[src/rtl/card_pkg.sv]
// Shared card/rank types, shoe constants and the rank-to-blackjack-value helper.
package card_pkg;

  typedef logic [3:0] card_t;
  typedef logic [3:0] rank_t;

  localparam int unsigned NUM_RANKS               = 13;
  localparam int unsigned CARDS_PER_RANK_PER_DECK = 4;
  localparam int unsigned FACE_VALUE              = 10;
  localparam int unsigned LFSR_W                  = 16;
  localparam logic [15:0] LFSR_TAPS               = 16'hB400;

  // Ace=1, 2..9 face value, 10/J/Q/K all count as ten.
  function automatic card_t rank_to_value(input rank_t rank);
    if (rank >= rank_t'(9)) begin
      return card_t'(FACE_VALUE);
    end
    return card_t'(rank + rank_t'(1));
  endfunction

endpackage

[src/rtl/card_lfsr.sv]
// Free-running Galois LFSR; a zero seed is replaced by 1 so the register never locks up.
module card_lfsr
  import card_pkg::*;
#(
  parameter int unsigned       WIDTH = 16,
  parameter logic [WIDTH-1:0]  SEED  = WIDTH'(16'hACE1),
  parameter logic [WIDTH-1:0]  TAPS  = WIDTH'(LFSR_TAPS),
  parameter int unsigned       OUT_W = 4
) (
  input  logic             clk,
  input  logic             reset,
  output logic [OUT_W-1:0] rnd
);

  localparam logic [WIDTH-1:0] SEED_NZ = (SEED == '0) ? WIDTH'(1) : SEED;

  logic [WIDTH-1:0] state_q;
  logic [WIDTH-1:0] state_nx;

  always_comb begin
    state_nx = {1'b0, state_q[WIDTH-1:1]} ^ (state_q[0] ? TAPS : '0);
  end

  always_ff @(posedge clk) begin
    if (reset) begin
      state_q <= SEED_NZ;
    end else begin
      state_q <= state_nx;
    end
  end

  assign rnd = state_q[OUT_W-1:0];

endmodule

[src/rtl/card_shoe.sv]
// Multi-deck shoe dealing without replacement: LFSR picks a start rank, then the
// shoe probes forward to the next rank that still holds cards.
module card_shoe
  import card_pkg::*;
#(
  parameter int unsigned NUM_DECKS    = 1,
  parameter logic [15:0] SEED         = 16'hACE1,
  parameter int unsigned RESHUFFLE_AT = 13
) (
  input  logic                                clk,
  input  logic                                reset,
  input  logic                                req_card,
  input  logic                                shuffle,
  output card_t                               dealt_card,
  output rank_t                               dealt_rank,
  output logic                                deal_valid,
  output logic                                deal_error,
  output logic                                busy,
  output logic [$clog2(52*NUM_DECKS+1)-1:0]   cards_remaining,
  output logic                                needs_shuffle
);

  localparam int unsigned TOTAL    = NUM_RANKS * CARDS_PER_RANK_PER_DECK * NUM_DECKS;
  localparam int unsigned REM_W    = $clog2(52 * NUM_DECKS + 1);
  localparam int unsigned PER_RANK = CARDS_PER_RANK_PER_DECK * NUM_DECKS;
  localparam int unsigned CNT_W    = $clog2(PER_RANK + 1);

  localparam logic [0:0] IDLE  = 1'b0;
  localparam logic [0:0] PROBE = 1'b1;

  logic [0:0]       state, state_nx;
  rank_t            probe_idx, probe_nx;
  logic [CNT_W-1:0] rank_count [NUM_RANKS];
  logic [CNT_W-1:0] count_nx   [NUM_RANKS];
  logic [REM_W-1:0] remaining_nx;
  card_t            card_nx;
  rank_t            rank_nx;
  logic             valid_nx;
  logic             error_nx;
  logic             busy_nx;
  logic [3:0]       lfsr_low;
  rank_t            idx0;

  card_lfsr #(
    .WIDTH (LFSR_W),
    .SEED  (SEED),
    .OUT_W (4)
  ) u_lfsr (
    .clk   (clk),
    .reset (reset),
    .rnd   (lfsr_low)
  );

  // Fold 13..15 back onto 0..2; the slight bias is acceptable.
  assign idx0 = (lfsr_low >= 4'(NUM_RANKS)) ? rank_t'(lfsr_low - 4'(NUM_RANKS)) : rank_t'(lfsr_low);

  always_comb begin
    state_nx     = state;
    probe_nx     = probe_idx;
    count_nx     = rank_count;
    remaining_nx = cards_remaining;
    card_nx      = dealt_card;
    rank_nx      = dealt_rank;
    valid_nx     = 1'b0;
    error_nx     = 1'b0;
    unique case (state)
      IDLE: begin
        if (shuffle) begin
          for (int unsigned r = 0; r < NUM_RANKS; r++) count_nx[r] = CNT_W'(PER_RANK);
          remaining_nx = REM_W'(TOTAL);
          card_nx      = '0;
          rank_nx      = '0;
        end else if (req_card) begin
          if (cards_remaining == '0) begin
            error_nx = 1'b1;
          end else begin
            probe_nx = idx0;
            state_nx = PROBE;
          end
        end
      end
      PROBE: begin
        if (shuffle) begin
          for (int unsigned r = 0; r < NUM_RANKS; r++) count_nx[r] = CNT_W'(PER_RANK);
          remaining_nx = REM_W'(TOTAL);
          card_nx      = '0;
          rank_nx      = '0;
          state_nx     = IDLE;
        end else if (rank_count[probe_idx] != '0) begin
          count_nx[probe_idx] = rank_count[probe_idx] - CNT_W'(1);
          remaining_nx        = cards_remaining - REM_W'(1);
          rank_nx             = probe_idx;
          card_nx             = rank_to_value(probe_idx);
          valid_nx            = 1'b1;
          state_nx            = IDLE;
        end else begin
          // Termination is guaranteed: PROBE is entered only with cards left.
          probe_nx = (probe_idx == rank_t'(NUM_RANKS - 1)) ? '0 : probe_idx + rank_t'(1);
        end
      end
      default: state_nx = IDLE;
    endcase
    busy_nx = (state_nx == PROBE);
  end

  always_ff @(posedge clk) begin
    if (reset) begin
      state           <= IDLE;
      probe_idx       <= '0;
      for (int unsigned r = 0; r < NUM_RANKS; r++) rank_count[r] <= CNT_W'(PER_RANK);
      cards_remaining <= REM_W'(TOTAL);
      dealt_card      <= '0;
      dealt_rank      <= '0;
      deal_valid      <= 1'b0;
      deal_error      <= 1'b0;
      busy            <= 1'b0;
    end else begin
      state           <= state_nx;
      probe_idx       <= probe_nx;
      rank_count      <= count_nx;
      cards_remaining <= remaining_nx;
      dealt_card      <= card_nx;
      dealt_rank      <= rank_nx;
      deal_valid      <= valid_nx;
      deal_error      <= error_nx;
      busy            <= busy_nx;
    end
  end

  assign needs_shuffle = (32'(cards_remaining) < RESHUFFLE_AT);

endmodule

[config.mk]
export PLATFORM = sky130hd
export DESIGN_NAME = card_shoe
export DESIGN_NICKNAME = d
export VERILOG_FILES = /design/src/rtl/card_pkg.sv /design/src/rtl/card_lfsr.sv /design/src/rtl/card_shoe.sv
export SDC_FILE = /design/constraint.sdc
export NUM_CORES = 1
export LEC_CHECK = 0
export ABC_AREA = 0
export CAP_MARGIN = 20
export CORE_MARGIN = 2
export CORE_UTILIZATION = 61
export CTS_BUF_LIST = sky130_fd_sc_hd__clkbuf_4 sky130_fd_sc_hd__clkbuf_8
export DETAILED_ROUTE_END_ITERATION = 10
export MAX_ROUTING_LAYER = met4
export PLACE_DENSITY = 0.85
export SLEW_MARGIN = 20
export SYNTH_ARGS = -nofsm -noshare
export SYNTH_HDL_FRONTEND = slang
export SYNTH_SLANG_ARGS = --single-unit
[constraint.sdc]
create_clock -name clk -period 3.65 [get_ports clk]
set_clock_uncertainty 0.05 [all_clocks]
set_input_delay 0.365 -clock clk [delete_from_list [all_inputs] [get_ports clk]]
set_output_delay 0.365 -clock clk [all_outputs]
set_load 0.01 [all_outputs]
==> flow_metrics.py <==
metrics = {
    "detailed_routing": {
        "dr_wl_met2_um": 3630,
        "dr.max_layer_used": "met4",
        "wl_met1_um": 3390,
        "ant_nets": 0,
        "drt_iter0_drc": 205,
        "num_vias": 2763,
        "drc_errors": 0,
        "drt-pass1-iter-count": 6,
        "via_per_inst": 5.99,
        "totalWireLength_um": 7750,
        "dr_wl_met3_um": 489,
        "wl_per_cell_um": 16.8,
    },
    "die": {
        "core_mm2": 0.00541,
        "start_util_pct": 62.1,
        "die-width_um": 78.2,
        "io_pins": 22,
        "die_area_mm2": 0.00611,
        "die_h_um": 78.2,
        "num_rows": 27,
    },
    "logic_synthesis": {
        "synth-xor-area-share_pct": 2.35,
        "netlist_area_mm2": 0.00336,
        "synthSimpleGateAreaFrac_pct": 16.3,
        "synth_compound_area_share_pct": 17.4,
        "yosysWarnings": 0,
        "syn_nets": 380,
        "synth.area.top_cells": "dfxtp_1, nand2_1, mux4_2, o21ai_1, ha_1",
        "yosys.area.top_type": "dfxtp_1",
        "synth_top_area_share_pct": 45.3,
        "yosysSeqAreaShare_pct": 45.3,
        "syn_area_per_cell_um2": 9.17,
        "synth_seq_cells": 76,
        "synth-adder-area-share_pct": 3.73,
        "synth_top_family_by_area": "compound AO/OA/AOI/OAI gates",
        "syn_inst": 366,
        "synth_cell_type_count": 52,
        "synthMuxAreaShare_pct": 8.17,
    },
    "place": {
        "place_congestion": 0.876,
        "placed_area_mm2": 0.00364,
        "port_buffers": 21,
        "dpl.hpwl_um": 5420,
    },
    "cts": {
        "cts_resized": 0,
        "clk_path_buf_depth": 2,
        "htree_levels": 3,
        "ctsHoldBuffers": 0,
        "numCtsBuffers": 9,
        "cts.clk_slew.worst_paths_ns": 0.08,
        "cts-root-buf": "clkbuf_8",
        "clock_sinks": 76,
        "cts_tree": "built",
        "post_cts_buffers": 0,
        "clk_latency_ns": 0.36,
    },
    "pwr": {
        "power.share.clock_pct": 38.7,
        "power_density_mw_per_mm2": 423,
        "swShare_pct": 24.8,
        "p_int_w": 0.00122,
        "leakage_nw": 1.46,
        "combPwrFrac_pct": 8.2,
        "ir_drop_mv": 0.440,
        "p_sw_w": 0.000404,
        "seq_power_share_pct": 53.1,
    },
    "worst_setup_path": {
        "crit_type": "register to register",
        "critPathArrivalTime_ns": 3.47,
        "critical_path_required_ns": 3.85,
        "start_kind": "register",
        "worst_setup_path_end_kind": "register",
        "crit_fanout": 13,
    },
    "sta": {
        "final-setup-viol-count": 0,
        "worst_slew_pin_slew_ns": 0.660,
        "final.period_utilization_pct": 89.7,
        "maxSlewHeadroom_pct": 56.0,
        "grt_setup_unrepaired": "false",
        "tns_ns": 0,
        "period_minus_slack_ns": 3.28,
        "hold_violations": 0,
        "drv_slew": 0,
        "max_freq_mhz": 305,
    },
    "cells_and_area": {
        "mostFrequentLayoutCell": "dfxtp_1",
        "drive_gt1_share_pct": 13.1,
        "most-common-layout-cells": "dfxtp_1, nand2_1, o21ai_1",
        "finalInstanceArea_mm2": 0.00385,
        "num-nets-final": 398,
        "diodes": 0,
        "postLayoutCoreUtil_pct": 71.2,
        "syn_to_final_growth_pct": 14.6,
    },
    "global_route": {
        "grt_pass1_wl_um": 12800,
        "grt-ovfl-total": 0,
        "grt_max_degree": 26,
        "antenna_found_initial": 0,
        "grt_pass1_vias": 2653,
        "gr-usage-all-layers_pct": 27.7,
    },
    "flow_run": {
        "drv_cap": 0,
    },
    "min_path": {
        "hold_path_class": "register to register",
    },
    "run_status": {
        "status": "complete, no violations",
    },
}
[worst max-delay path, cell delays in order (launching register included)]
cell and delay (ns):
dfxtp_1 0.67, mux4_2 0.57, mux2i_1 0.15, o21ai_1 0.07, a41oi_1 0.24, ha_1 0.27
nor2b_1 0.27, a221oi_4 0.19, buf_6 0.22, buf_4 0.16, nand3_1 0.09, xor2_1 0.15
nand2_1 0.06
[kinds of logic after synthesis]
| group | Yosys count |
|---|---|
| simple gates | 118 |
| mux | 16 |
| flops | 76 |
| xor+xnor | 9 |
| buf+inv | 51 |
| compound gates | 86 |
| fa+ha+maj | 10 |
[cell usage after synthesis, drive strengths merged]
cell	number
a211o	1
a211oi	5
a21boi	1
a21o	2
a21oi	5
a221oi	1
a22oi	2
a311oi	1
a31oi	13
a32oi	13
a41oi	1
and2	1
and3	4
buf	12
clkbuf	16
dfxtp	76
ha	10
inv	23
mux2	1
mux2i	7
mux4	8
nand2	50
nand2b	3
nand3	7
nand3b	5
nand4	1
nor2	25
nor2b	9
nor3	3
o211ai	2
o21a	1
o21ai	31
o22ai	1
o311a	1
o311ai	1
o31a	1
o32ai	1
o41ai	2
or2	7
or3	2
or3b	1
xnor2	6
xor2	3
[state kept, by name, summed over array words and instances (netlist names), 4 cells and up]
| signal | flops |
|---|---|
| cards_remaining | 6 |
| dealt_card | 4 |
| dealt_rank | 4 |
| probe_idx | 4 |
| rank_count | 39 |
| u_lfsr.state_q | 16 |
[through the flow]
step	power (W)	hold WS [ns]	setup WS, ns	instances
floorplan	0.000973	0.339	0.825	366
global placement	0.00101	0.342	0.361	444
detailed placement	0.00101	0.348	0.236	444
CTS	0.00163	0.367	0.214	460
global route	0.00168	0.379	0.0724	461
finish	0.00163	0.363	0.375	461
[power by group through the flow]
stage,Clock [W],Combinational [W],Sequential (W)
floorplan,0,0.000100,0.000873
global placement,0,0.000126,0.000882
detailed placement,0,0.000129,0.000883
CTS,0.000640,0.000131,0.000864
global route,0.000671,0.000146,0.000866
finish,0.000630,0.000134,0.000864
[per-layer routing]
metal	GRT usage (%)	vias up
met5	-	-
met4	15.6	0
met3	6.44	27
met2	41.3	111
met1	34.9	1312
li1	-	1313
[path summary, 6_finish.rpt]
kind	start	end	slack, ns	cells past startpoint
setup / recovery	probe_idx[0]	cards_remaining[4]	0.37	12
hold / removal	u_lfsr.state_q[12]	u_lfsr.state_q[11]	0.36	1
setup reg to reg	probe_idx[0]	cards_remaining[4]	0.37	12
hold reg to reg	u_lfsr.state_q[12]	u_lfsr.state_q[11]	0.36	1
[layout make-up]
| cell class | count | area [µm²] |
|---|---|---|
| Fill cell | 402 | 1560 |
| Sequential cell | 76 | 1520 |
| Inverter | 23 | 86.3 |
| Clock buffer | 10 | 131 |
| Multi-Input combinational cell | 239 | 1620 |
| Timing Repair Buffer | 35 | 332 |
| Clock inverter | 6 | 63.8 |
| Tap cell | 72 | 90.1 |
Power figures use the tool's default switching activity.
==> patch: new RTL, same settings <==
Reset style: asynchronous (`reset`), changed in 2 clocked blocks.
--- a/src/rtl/card_lfsr.sv
+++ b/src/rtl/card_lfsr.sv
@@ -22,5 +22,5 @@
   end
 
-  always_ff @(posedge clk) begin
+  always_ff @(posedge clk or posedge reset) begin
     if (reset) begin
       state_q <= SEED_NZ;
--- a/src/rtl/card_shoe.sv
+++ b/src/rtl/card_shoe.sv
@@ -104,5 +104,5 @@
   end
 
-  always_ff @(posedge clk) begin
+  always_ff @(posedge clk or posedge reset) begin
     if (reset) begin
       state           <= IDLE;
Check against the original RTL: differs if reset is asserted again (counterexample within 4 cycles, from zero or initial values and one cycle with reset high); with reset held inactive, the same outputs for 10 cycles.
==> patch against the unedited design <==
Sequential cell count stayed put. Wire length is 3.8% higher. Synthesized area is 9.2% higher. Worst setup slack better by 0.11 ns. Final area is 7.1% higher. Critical path depth is 3 lower.
Power is not compared: it rests on default switching activity, and its combinational part moved more than twofold at a synthesized area within 25%.
==> patch: results (changes against the unedited design) <==
stage,metric,value,unit,change
outcome,outcome,"complete, no violations",,
grt,grt_use_total,28.61,%,+0.87 points
detailed_routing,drt_pass1_iterations,4,,-2
place,dp_cells,414,,-6.8%
finish,nets,366,,-8.0%
synthesis,synth_adder_area_share,4.097,%,+0.37 points
grt,grt_max_degree,31,,+19%
worst_setup_path,cpPeakStageDelay,0.61,ns,-0.06 ns
synthesis,synth-xor-area-share,1.673,%,-0.68 points
synthesis,synth-seq-area-share,52.71,%,+7.4 points
place,gp_congestion,0.8971,,+2.4%
grt,grt_pass1_vias,2659,,+0.23%
worst_setup_path,slowest_stage,and4bb_1,,
timing,slew_headroom,47.79,%,-8.2 points
worst_setup_path,cp_top_family,simple AND/OR/NAND/NOR gates,,
place,place_ws,0.5083,ns,+0.2724 ns
finish,drive_gt1_share,18.31,%,+5.2 points
synthesis,ys_async_sr_fraction,100.0,%,+100 points
synthesis,synth_compound_area_share,16.52,%,-0.93 points
detailed_routing,drt-total-wl,8.041,mm,+3.8%
synthesis,syn-instance-count,335,,-8.5%
finish,n_fill_cell,397,,-1.2%
worst_setup_path,crit_arrival,3.37,ns,-0.10 ns
synthesis,syn-num-nets,351,,-7.6%
detailed_routing,drt_iter0_drc,252,,+23%
hold_path,hold_class,input port to asynchronous set/reset pin,,
grt,grt_pass1_wl,13.45,mm,+5.3%
place,hpwl,5.185,mm,-4.3%
finish,instances_no_fill,430,,-6.7%
[patch: cell types whose count changed in the layout (fill, tap and decap cells not counted), moves of 13 or more]
cell     before  now
a21oi_1       4   28
a32oi_1      13    0
dfrtp_1       0   52
dfstp_2       0   24
dfxtp_1      76    0
nor2_1       25   12
o21ai_1      29    2
[patch: cells by family after synthesis]
family | count (synthesis)
XOR/XNOR | 7
AND/OR/NAND/NOR | 106
AO/OA/AOI/OAI | 88
buffers and inverters | 36
adder cells (fa/ha/maj) | 12
flip-flops | 76
multiplexers | 10
[patch: path summary, 6_finish.rpt]
check	startpoint	endpoint	slack [ns]	cells after the start
setup / recovery	probe_idx[3]$_DFFE_PP0P_	rank_count[10]$_DFFE_PP0P_	0.48	9
max in group asynchronous	reset	rank_count[17]$_DFFE_PP1P_	2.45	3
hold / removal	reset	rank_count[1]$_DFFE_PP0P_	0.29	2
min in group clk	u_lfsr.state_q[12]$_DFF_PP0_	u_lfsr.state_q[11]$_DFF_PP1_	0.31	0
setup reg to reg	probe_idx[3]$_DFFE_PP0P_	rank_count[10]$_DFFE_PP0P_	0.48	9
hold reg to reg	u_lfsr.state_q[12]$_DFF_PP0_	u_lfsr.state_q[11]$_DFF_PP1_	0.31	0
[patch: per-layer routing]
| layer | share of wire [%] | global-route usage, % | routed length [um] | up-vias |
|---|---|---|---|---|
| li1 | - | - | - | 1238 |
| met1 | 42 | 39.52 | 3400 | 1328 |
| met2 | 49 | 40.16 | 3938 | 102 |
| met3 | 7.1 | 8.242 | 572 | 13 |
| met4 | 1.6 | 11.36 | 130 | 0 |
| met5 | 0 | - | 0 | - |
[patch: area by class of cell]
| type | count | area (um^2) | area share (%) |
|---|---|---|---|
| repair buffers | 29 | 270.3 | 6.559 |
| clock buffers | 11 | 145.1 | 3.523 |
| flip-flops and latches | 76 | 1932 | 46.89 |
| well taps | 75 | 93.84 | 2.278 |
| clock inverters | 5 | 83.83 | 2.035 |
| inverters | 11 | 41.29 | 1.002 |
| multi-input cells | 223 | 1554 | 37.72 |
[patch: power groups by stage]
stage          clock network (mW)  logic [mW]  registers [mW]
2_1_floorplan                   0       0.198           0.903
3_3_place_gp                    0       0.269           0.911
3_5_place_dp                    0       0.275           0.912
4_1_cts                     0.741       0.278           0.897
5_1_grt                     0.782       0.303           0.902
6_report                    0.729       0.279           0.898
[patch: per-stage QoR]
step	hold slack [ns]	power, mW
6_report	0.2877	1.907
5_1_grt	0.3141	1.987
3_5_place_dp	0.2864	1.188
4_1_cts	0.2972	1.917
2_1_floorplan	0.2812	1.101
3_3_place_gp	0.2865	1.181
